File: config.mk
export PLATFORM = sky130hd
export DESIGN_NAME = lcd_bus_driver
export DESIGN_NICKNAME = d
export VERILOG_FILES = /design/src/rtl/lcd_bus_driver.sv
export SDC_FILE = /design/constraint.sdc
export NUM_CORES = 1
export LEC_CHECK = 0
export BUFFER_PORTS_ARGS = -buffer_cell sky130_fd_sc_hd__buf_2
export CAP_MARGIN = 20
export CELL_PAD_IN_SITES_DETAIL_PLACEMENT = 0
export CELL_PAD_IN_SITES_GLOBAL_PLACEMENT = 2
export CORE_MARGIN = 5
export CORE_UTILIZATION = 33
export DETAILED_ROUTE_END_ITERATION = 8
export HOLD_SLACK_MARGIN = 0.02
export PLACE_DENSITY = 0.76
export SYNTH_ARGS = -nofsm -noshare
export SYNTH_HDL_FRONTEND = slang
export SYNTH_SLANG_ARGS = --single-unit
File: constraint.sdc
create_clock -name clock -period 2.7 [get_ports clock]
set_input_delay 0.27 -clock clock [delete_from_list [all_inputs] [get_ports clock]]
set_output_delay 0.27 -clock clock [all_outputs]
set_load 0.01 [all_outputs]
File: src/rtl/lcd_bus_driver.sv
// HD44780-style parallel bus driver. After reset it runs the power-on wait and
// the four-entry init sequence, then accepts one byte per valid/ready handshake
// and sequences address setup, enable pulse, hold and execution wait on its own.
module lcd_bus_driver #(
    parameter int unsigned POWERON_CYC    = 750000,
    parameter int unsigned T_AS_CYC       = 2,
    parameter int unsigned T_EH_CYC       = 13,
    parameter int unsigned T_H_CYC        = 1,
    parameter int unsigned WAIT_SHORT_CYC = 2000,
    parameter int unsigned WAIT_LONG_CYC  = 82000
) (
    input  logic       clock,
    input  logic       reset,
    input  logic       req_valid,
    input  logic       req_rs,
    input  logic [7:0] req_data,
    output logic       req_ready,
    output logic       init_done,
    output logic       busy,
    output logic       lcd_en,
    output logic       lcd_rs,
    output logic       lcd_rw,
    output logic [7:0] lcd_data,
    output logic       lcd_on
);

    // A zero-length phase makes no sense on the bus; it is stretched to one cycle.
    function automatic int unsigned eff(input int unsigned v);
        return (v == 0) ? 1 : v;
    endfunction

    function automatic int unsigned max2(input int unsigned a, input int unsigned b);
        return (a > b) ? a : b;
    endfunction

    localparam int unsigned PwrEff   = eff(POWERON_CYC);
    localparam int unsigned AsEff    = eff(T_AS_CYC);
    localparam int unsigned EhEff    = eff(T_EH_CYC);
    localparam int unsigned HEff     = eff(T_H_CYC);
    localparam int unsigned ShortEff = eff(WAIT_SHORT_CYC);
    localparam int unsigned LongEff  = eff(WAIT_LONG_CYC);
    localparam int unsigned MaxCyc   = max2(max2(max2(PwrEff, AsEff), max2(EhEff, HEff)),
                                            max2(ShortEff, LongEff));
    localparam int unsigned CntW     = $clog2(MaxCyc + 1);

    localparam logic [CntW-1:0] CntOne    = CntW'(1);
    localparam logic [CntW-1:0] PwrLast   = CntW'(PwrEff - 1);
    localparam logic [CntW-1:0] AsLast    = CntW'(AsEff - 1);
    localparam logic [CntW-1:0] EhLast    = CntW'(EhEff - 1);
    localparam logic [CntW-1:0] HLast     = CntW'(HEff - 1);
    localparam logic [CntW-1:0] ShortLast = CntW'(ShortEff - 1);
    localparam logic [CntW-1:0] LongLast  = CntW'(LongEff - 1);

    typedef enum logic [2:0] {
        StPwrWait,
        StInitLoad,
        StIdle,
        StSetup,
        StEHigh,
        StHold,
        StExecWait
    } state_e;

    // Init ROM: function set, display on, entry mode, clear.
    function automatic logic [7:0] init_rom(input logic [1:0] idx);
        logic [7:0] val;
        unique case (idx)
            2'd0:    val = 8'h38;
            2'd1:    val = 8'h0C;
            2'd2:    val = 8'h06;
            default: val = 8'h01;
        endcase
        return val;
    endfunction

    state_e          state_q, state_d;
    logic [CntW-1:0] cnt_q, cnt_d;
    logic [1:0]      init_idx_q, init_idx_d;
    logic            init_done_q, init_done_d;
    logic            lcd_en_q, lcd_en_d;
    logic            lcd_rs_q, lcd_rs_d;
    logic [7:0]      lcd_data_q, lcd_data_d;
    logic            req_ready_q, req_ready_d;
    logic            busy_q, busy_d;

    logic accept;
    logic long_wait;

    assign accept    = (state_q == StIdle) && req_valid && req_ready_q;
    // Clear (0x01) and home (0x02/0x03) need the long execution time.
    assign long_wait = !lcd_rs_q && (lcd_data_q[7:2] == 6'b0);

    // State and output registers; reset aborts any transfer in flight.
    always_ff @(posedge clock or negedge reset) begin
        if (!reset) begin
            state_q     <= StPwrWait;
            cnt_q       <= '0;
            init_idx_q  <= 2'd0;
            init_done_q <= 1'b0;
            lcd_en_q    <= 1'b0;
            lcd_rs_q    <= 1'b0;
            lcd_data_q  <= 8'h00;
            req_ready_q <= 1'b0;
            busy_q      <= 1'b1;
        end else begin
            state_q     <= state_d;
            cnt_q       <= cnt_d;
            init_idx_q  <= init_idx_d;
            init_done_q <= init_done_d;
            lcd_en_q    <= lcd_en_d;
            lcd_rs_q    <= lcd_rs_d;
            lcd_data_q  <= lcd_data_d;
            req_ready_q <= req_ready_d;
            busy_q      <= busy_d;
        end
    end

    // Next-state logic; the power-on wait counts up from reset, every other
    // phase loads its length minus one and counts down to zero.
    always_comb begin
        state_d     = state_q;
        cnt_d       = cnt_q;
        init_idx_d  = init_idx_q;
        init_done_d = init_done_q;
        unique case (state_q)
            StPwrWait: begin
                if (cnt_q == PwrLast) begin
                    state_d = StInitLoad;
                    cnt_d   = '0;
                end else begin
                    cnt_d = cnt_q + CntOne;
                end
            end
            StInitLoad: begin
                state_d = StSetup;
                cnt_d   = AsLast;
            end
            StIdle: begin
                if (accept) begin
                    state_d = StSetup;
                    cnt_d   = AsLast;
                end
            end
            StSetup: begin
                if (cnt_q == '0) begin
                    state_d = StEHigh;
                    cnt_d   = EhLast;
                end else begin
                    cnt_d = cnt_q - CntOne;
                end
            end
            StEHigh: begin
                if (cnt_q == '0) begin
                    state_d = StHold;
                    cnt_d   = HLast;
                end else begin
                    cnt_d = cnt_q - CntOne;
                end
            end
            StHold: begin
                if (cnt_q == '0) begin
                    state_d = StExecWait;
                    cnt_d   = long_wait ? LongLast : ShortLast;
                end else begin
                    cnt_d = cnt_q - CntOne;
                end
            end
            StExecWait: begin
                if (cnt_q == '0) begin
                    if (init_done_q) begin
                        state_d = StIdle;
                    end else if (init_idx_q == 2'd3) begin
                        state_d     = StIdle;
                        init_done_d = 1'b1;
                    end else begin
                        state_d    = StInitLoad;
                        init_idx_d = init_idx_q + 2'd1;
                        cnt_d      = '0;
                    end
                end else begin
                    cnt_d = cnt_q - CntOne;
                end
            end
            default: begin
                state_d = StPwrWait;
                cnt_d   = '0;
            end
        endcase
    end

    // Output next values derived from the next state so every output is a flop.
    always_comb begin
        lcd_en_d    = (state_d == StEHigh);
        busy_d      = (state_d != StIdle);
        req_ready_d = (state_d == StIdle) && init_done_d;
        lcd_rs_d    = lcd_rs_q;
        lcd_data_d  = lcd_data_q;
        if (state_d == StInitLoad) begin
            lcd_rs_d   = 1'b0;
            lcd_data_d = init_rom(init_idx_d);
        end else if (accept) begin
            lcd_rs_d   = req_rs;
            lcd_data_d = req_data;
        end
    end

    assign req_ready = req_ready_q;
    assign init_done = init_done_q;
    assign busy      = busy_q;
    assign lcd_en    = lcd_en_q;
    assign lcd_rs    = lcd_rs_q;
    assign lcd_data  = lcd_data_q;
    assign lcd_rw    = 1'b0;
    assign lcd_on    = 1'b1;

endmodule

Yosys cells after proc, flatten, opt, wreduce, memory -nomap -nowiden --
Index checks and enable logic that the tools add are counted.
Storage, ports and cells: bits in registers 38, output and inout port bits 15, input port bits 12
Cells by class: reduce and logical (&&, ||, !) cells 11, mux-type cells 32, equality and inequality tests 17, add/subtract/negate cells 3
Operators by type and width (number):
- 20-bit 2-to-1 mux | 8
- 20-bit case mux with 7 select lines | 1
- 3-bit case mux with 7 select lines | 1
- 20-bit by 1-bit adder with 20-bit output (second input constant) | 1
- 20-bit equality test (second input constant) | 1
- 20-bit zero test | 1
- 20-bit by 1-bit subtractor with 20-bit output (second input constant) | 1
- 3-bit 2-to-1 mux | 6
- 6-bit case mux with 3 select lines | 1
- 17-bit 2-to-1 mux | 1
- 8-bit 2-to-1 mux | 2
- 3-bit equality test (second input constant) | 4
- 2-bit 2-to-1 mux | 6
- 3-bit by 2-bit equality test with 1-bit output (second input constant) | 3
- 3-bit by 1-bit equality test with 1-bit output (second input constant) | 2
- 6-bit zero test | 1
- 1-bit 2-to-1 mux | 6
- 3-bit != test (second input constant) | 2
- 2-bit equality test (second input constant) | 2
- 1-bit logical AND | 4
- 3-bit zero test | 1
- 3-bit by 2-bit != test with 1-bit output (second input constant) | 1
- 3-bit AND reduction | 1
- 2-bit by 1-bit adder with 2-bit output (second input constant) | 1
- other kinds (5) | 5

Longest topological paths before layout --
depth after elaboration 8, depth in mapped cells 10

Least setup slack after synthesis --
Ideal clock, no wire load.
path kind register -> register, start point reg cnt_q[3], end point reg lcd_data_q[2] (netlist: lcd_data[2]), clock period less this slack 2.713 ns, path slack -0.013 ns, library setup time 0.119 ns, arrival 2.594 ns, cell stages (with the launch flop) 11, cells stage by stage dfrtp_1 buf_6 nor4_4 and4_2 nand3_1 nor3_1 mux2_2 inv_1 ha_1 a22o_1 a21o_2
On the way: word-level cells in the longest chain between the ends 6, elaborated cells between the ends (all ways) 17, those cells by class 4 x eq/ne; 10 x mux; 3 x reduce/logical
RTL lines:
- from (decl) | line 77 | logic [CntW-1:0] cnt_q, cnt_d;
- from (signal assigned) | line 107 | cnt_q <= cnt_d;
- 20-bit zero test * | line 169 | if (cnt_q == '0) begin
- 2-bit 2-to-1 mux * | line 169
- 2-bit 2-to-1 mux * | line 125 | unique case (state_q)
- net init_idx_d[0] | line 78 | logic [1:0] init_idx_q, init_idx_d;
- 2-bit equality test, or another cell as far along | line 67 | unique case (idx)
- 6-bit case mux with 3 select lines * | line 67
- 8-bit 2-to-1 mux * | line 198 | if (state_d == StInitLoad) begin
- to (signal assigned) | line 112 | lcd_data_q <= lcd_data_d;
- to (decl) | line 82 | logic [7:0] lcd_data_q, lcd_data_d;
The timed path passes the listed nets; every way through them passes the cells marked *. A chain may end at the register's enable or synchronous reset.

Worst setup path after layout --
start point reg cnt_q[19], end point reg lcd_data_q[2] (netlist: lcd_data[2])
Same word-level chain as after synthesis.

==> metrics.cfg <==
[route]
drt_iter0_markers=166
drc=0
first_pass_iters=4
wl_um=8730
detail-route-antenna-nets=0
viasPerCell=5.66
routedWlPerCell_um=17.2
vias=2871

[final_layout]
drive_gt1_share_pct=29.1
final.fill_count=889
nNetsFinal=416
seq_area_um2=952
layout_common_cells=buf_4 (54), dfrtp_1 (37), nand2_1 (28), o21ai_0 (28), nor2_1 (26)
syn_to_final_growth_pct=22.2
diodes=0
final_common_cell=buf_4
final_util_pct=40.8
multiInputGateArea_um2=1740

[worst_hold_path]
hold_class=in2async

[critical_path]
critPathMaxFanout=4
crit_path_start=cnt_q[19]
max_stage_delay_ns=0.43
critPathSlowestCell=dfrtp_1
reg2reg_depth=10
r2r_start=cnt_q[19]
reg2reg_to=lcd_data[2]
rrSetupSlack_ns=0.16
endpoint_kind=register
cp.depth=10
crit_family=simple AND/OR/NAND/NOR gates
worstPathRequired_ns=2.90
start_kind=register
worstPathArrival_ns=2.74
crit_buf_inv=2
path_cells=nor4_1 -> and2_1 -> buf_4 -> nand3_1 -> nor3_2 -> mux2_2 -> inv_1 -> ha_1 -> a22o_1 -> a21o_2
critPathKind=reg2reg

[timing]
clock_skew_ns=0.0105
finalSetupViolCount=0
final_max_slew_viol_count=0
finalCriticalPeriod_ns=2.54
hold_violations=0
slew_headroom_pct=41.5
fmax_mhz=393
fin_crit_sh_pct=94.2
rsz0062_at_grt=false
tightest_slew_ns=0.877
tns_ns=0

[grt]
grtUsageTotal_pct=16.0
grt_pass1_vias=2766
grt_max_degree=39
antenna_found_initial=0
overflow=0
grt_pass1_wl_um=14300

[placement]
gp_congestion=0.812
place_hpwl_um=6520
port_buffers=24

[synthesis]
ys_seq_elements=38
ys.flop_type=dfrtp_1
yosys_warnings=0
ys_seq_area_share_pct=33.0
syn_area_per_cell_um2=8.59
syn_inst=336
async_flop_share_pct=100
syn_area_um2=2890
synth_nets=354
ys_types=65
synth_edf_count=0

[clocking]
cts_buffers=5
cts_buffer_depth=2
clk_latency_ns=0.30
cts_tree=built
root_buffer=clkbuf_8
cts-htree-levels=2
cts.clk_slew.worst_paths_ns=0.09
post_cts_buffers=0
cts_sinks=38

[die]
fp.dieH_um=104
die_area_um2=10700
rows=34
die_w_um=104
core_area_um2=8640
start_util_pct=33.4
io_pins=27

[power_and_ir_drop]
leakage_nw=1.55
vdd_ir_drop_max_mv=0.318
power.density_nw_per_um2=338

[status]
status=finished clean

[run]
max-cap-violations=0

==> where the power goes <==
group,switching [W],internal (W),total [W]
sequential,0,0.000569,0.000569
combinational,0.0000143,0.00000562,0.0000199
clock,0.000232,0.000371,0.000602
==> per-stage QoR <==
| step | power (W) | hold WS [ns] | cell area, um^2 | setup slack [ns] | std cells |
|---|---|---|---|---|---|
| after global placement | 0.000601 | 0.463 | 3390 | 0.167 | 499 |
| after floorplan | 0.000584 | -0.0256 | 2890 | 0.0387 | 336 |
| after detailed placement | 0.000601 | 0.450 | 3390 | 0.166 | 499 |
| after global routing | 0.00123 | 0.180 | 3530 | 0.0146 | 507 |
| after CTS | 0.00120 | 0.119 | 3520 | 0.155 | 507 |
| final | 0.00119 | 0.0836 | 3530 | 0.157 | 507 |
==> routing by layer <==
metal | part of all wire (%) | vias to the layer above | GRT usage, %
met2 | 45 | 86 | 24.4
met4 | 2.8 | 0 | 5.44
met1 | 48 | 1391 | 23.1
li1 | - | 1371 | -
met3 | 4.3 | 23 | 2.24
met5 | 0 | - | 0
==> sequential cells by signal, summed over array words and instances, names as in the netlist <==
register	cells
state_q	3
req_ready	1
cnt_q	20
init_idx_q	2
lcd_data	8
init_done	1
busy	1
lcd_rs	1
lcd_en	1
==> how the worst max path moves through the flow <==
stage                   to  slack (ns)
2_1_floorplan  lcd_data[2]        0.04
3_3_place_gp   lcd_data[2]        0.17
3_5_place_dp   lcd_data[2]        0.17
4_1_cts        lcd_data[2]        0.15
5_1_grt        lcd_data[2]        0.01
6_report       lcd_data[2]        0.16
==> cell families after synthesis <==
kind of cell / Yosys count / share of synthesized area [%]
compound gates: 102 / 23.3
xor+xnor: 7 / 2.12
fa+ha+maj: 6 / 2.60
buf+inv: 33 / 7.07
flops: 38 / 33.0
mux: 11 / 4.12
other cells: 2 / 0.260
simple gates: 137 / 27.5
==> worst reg2reg max path: cells and delay by family (launching register included) <==
kind / cells / cell delay, ns
fa+ha+maj: 1 / 0.23
buf+inv: 2 / 0.21
flops: 1 / 0.43
simple gates: 4 / 0.84
compound gates: 2 / 0.37
mux: 1 / 0.39
==> synth_stat cells, types with 7 or more instances <==
| cell | number | area, um^2 |
|---|---|---|
| nand3_1 | 15 | 75.1 |
| nand2_1 | 28 | 105 |
| dfrtp_1 | 37 | 926 |
| clkbuf_1 | 10 | 37.5 |
| nor2_1 | 26 | 97.6 |
| a21oi_1 | 23 | 115 |
| and3_1 | 7 | 43.8 |
| o21ai_0 | 29 | 145 |
| and2_1 | 7 | 43.8 |
| buf_6 | 7 | 78.8 |
| nor3_1 | 11 | 55.1 |
| inv_1 | 10 | 37.5 |
| mux2_2 | 7 | 78.8 |
==> cell type report <==
type,count,area share [%]
Multi-Input combinational cell,265,49.3
Sequential cell,38,27.0
Timing Repair Buffer,78,14.9
Tap cell,108,3.83
Clock buffer,5,1.95
Clock inverter,3,1.95
Inverter,10,1.06
==> repair_timing <==
item	4_1_cts	5_1_grt
hold buffers	0	0
endpoints found under the setup margin	0	1
resized for setup	0	1
Note: power is estimated with default switching activity, not from simulation.
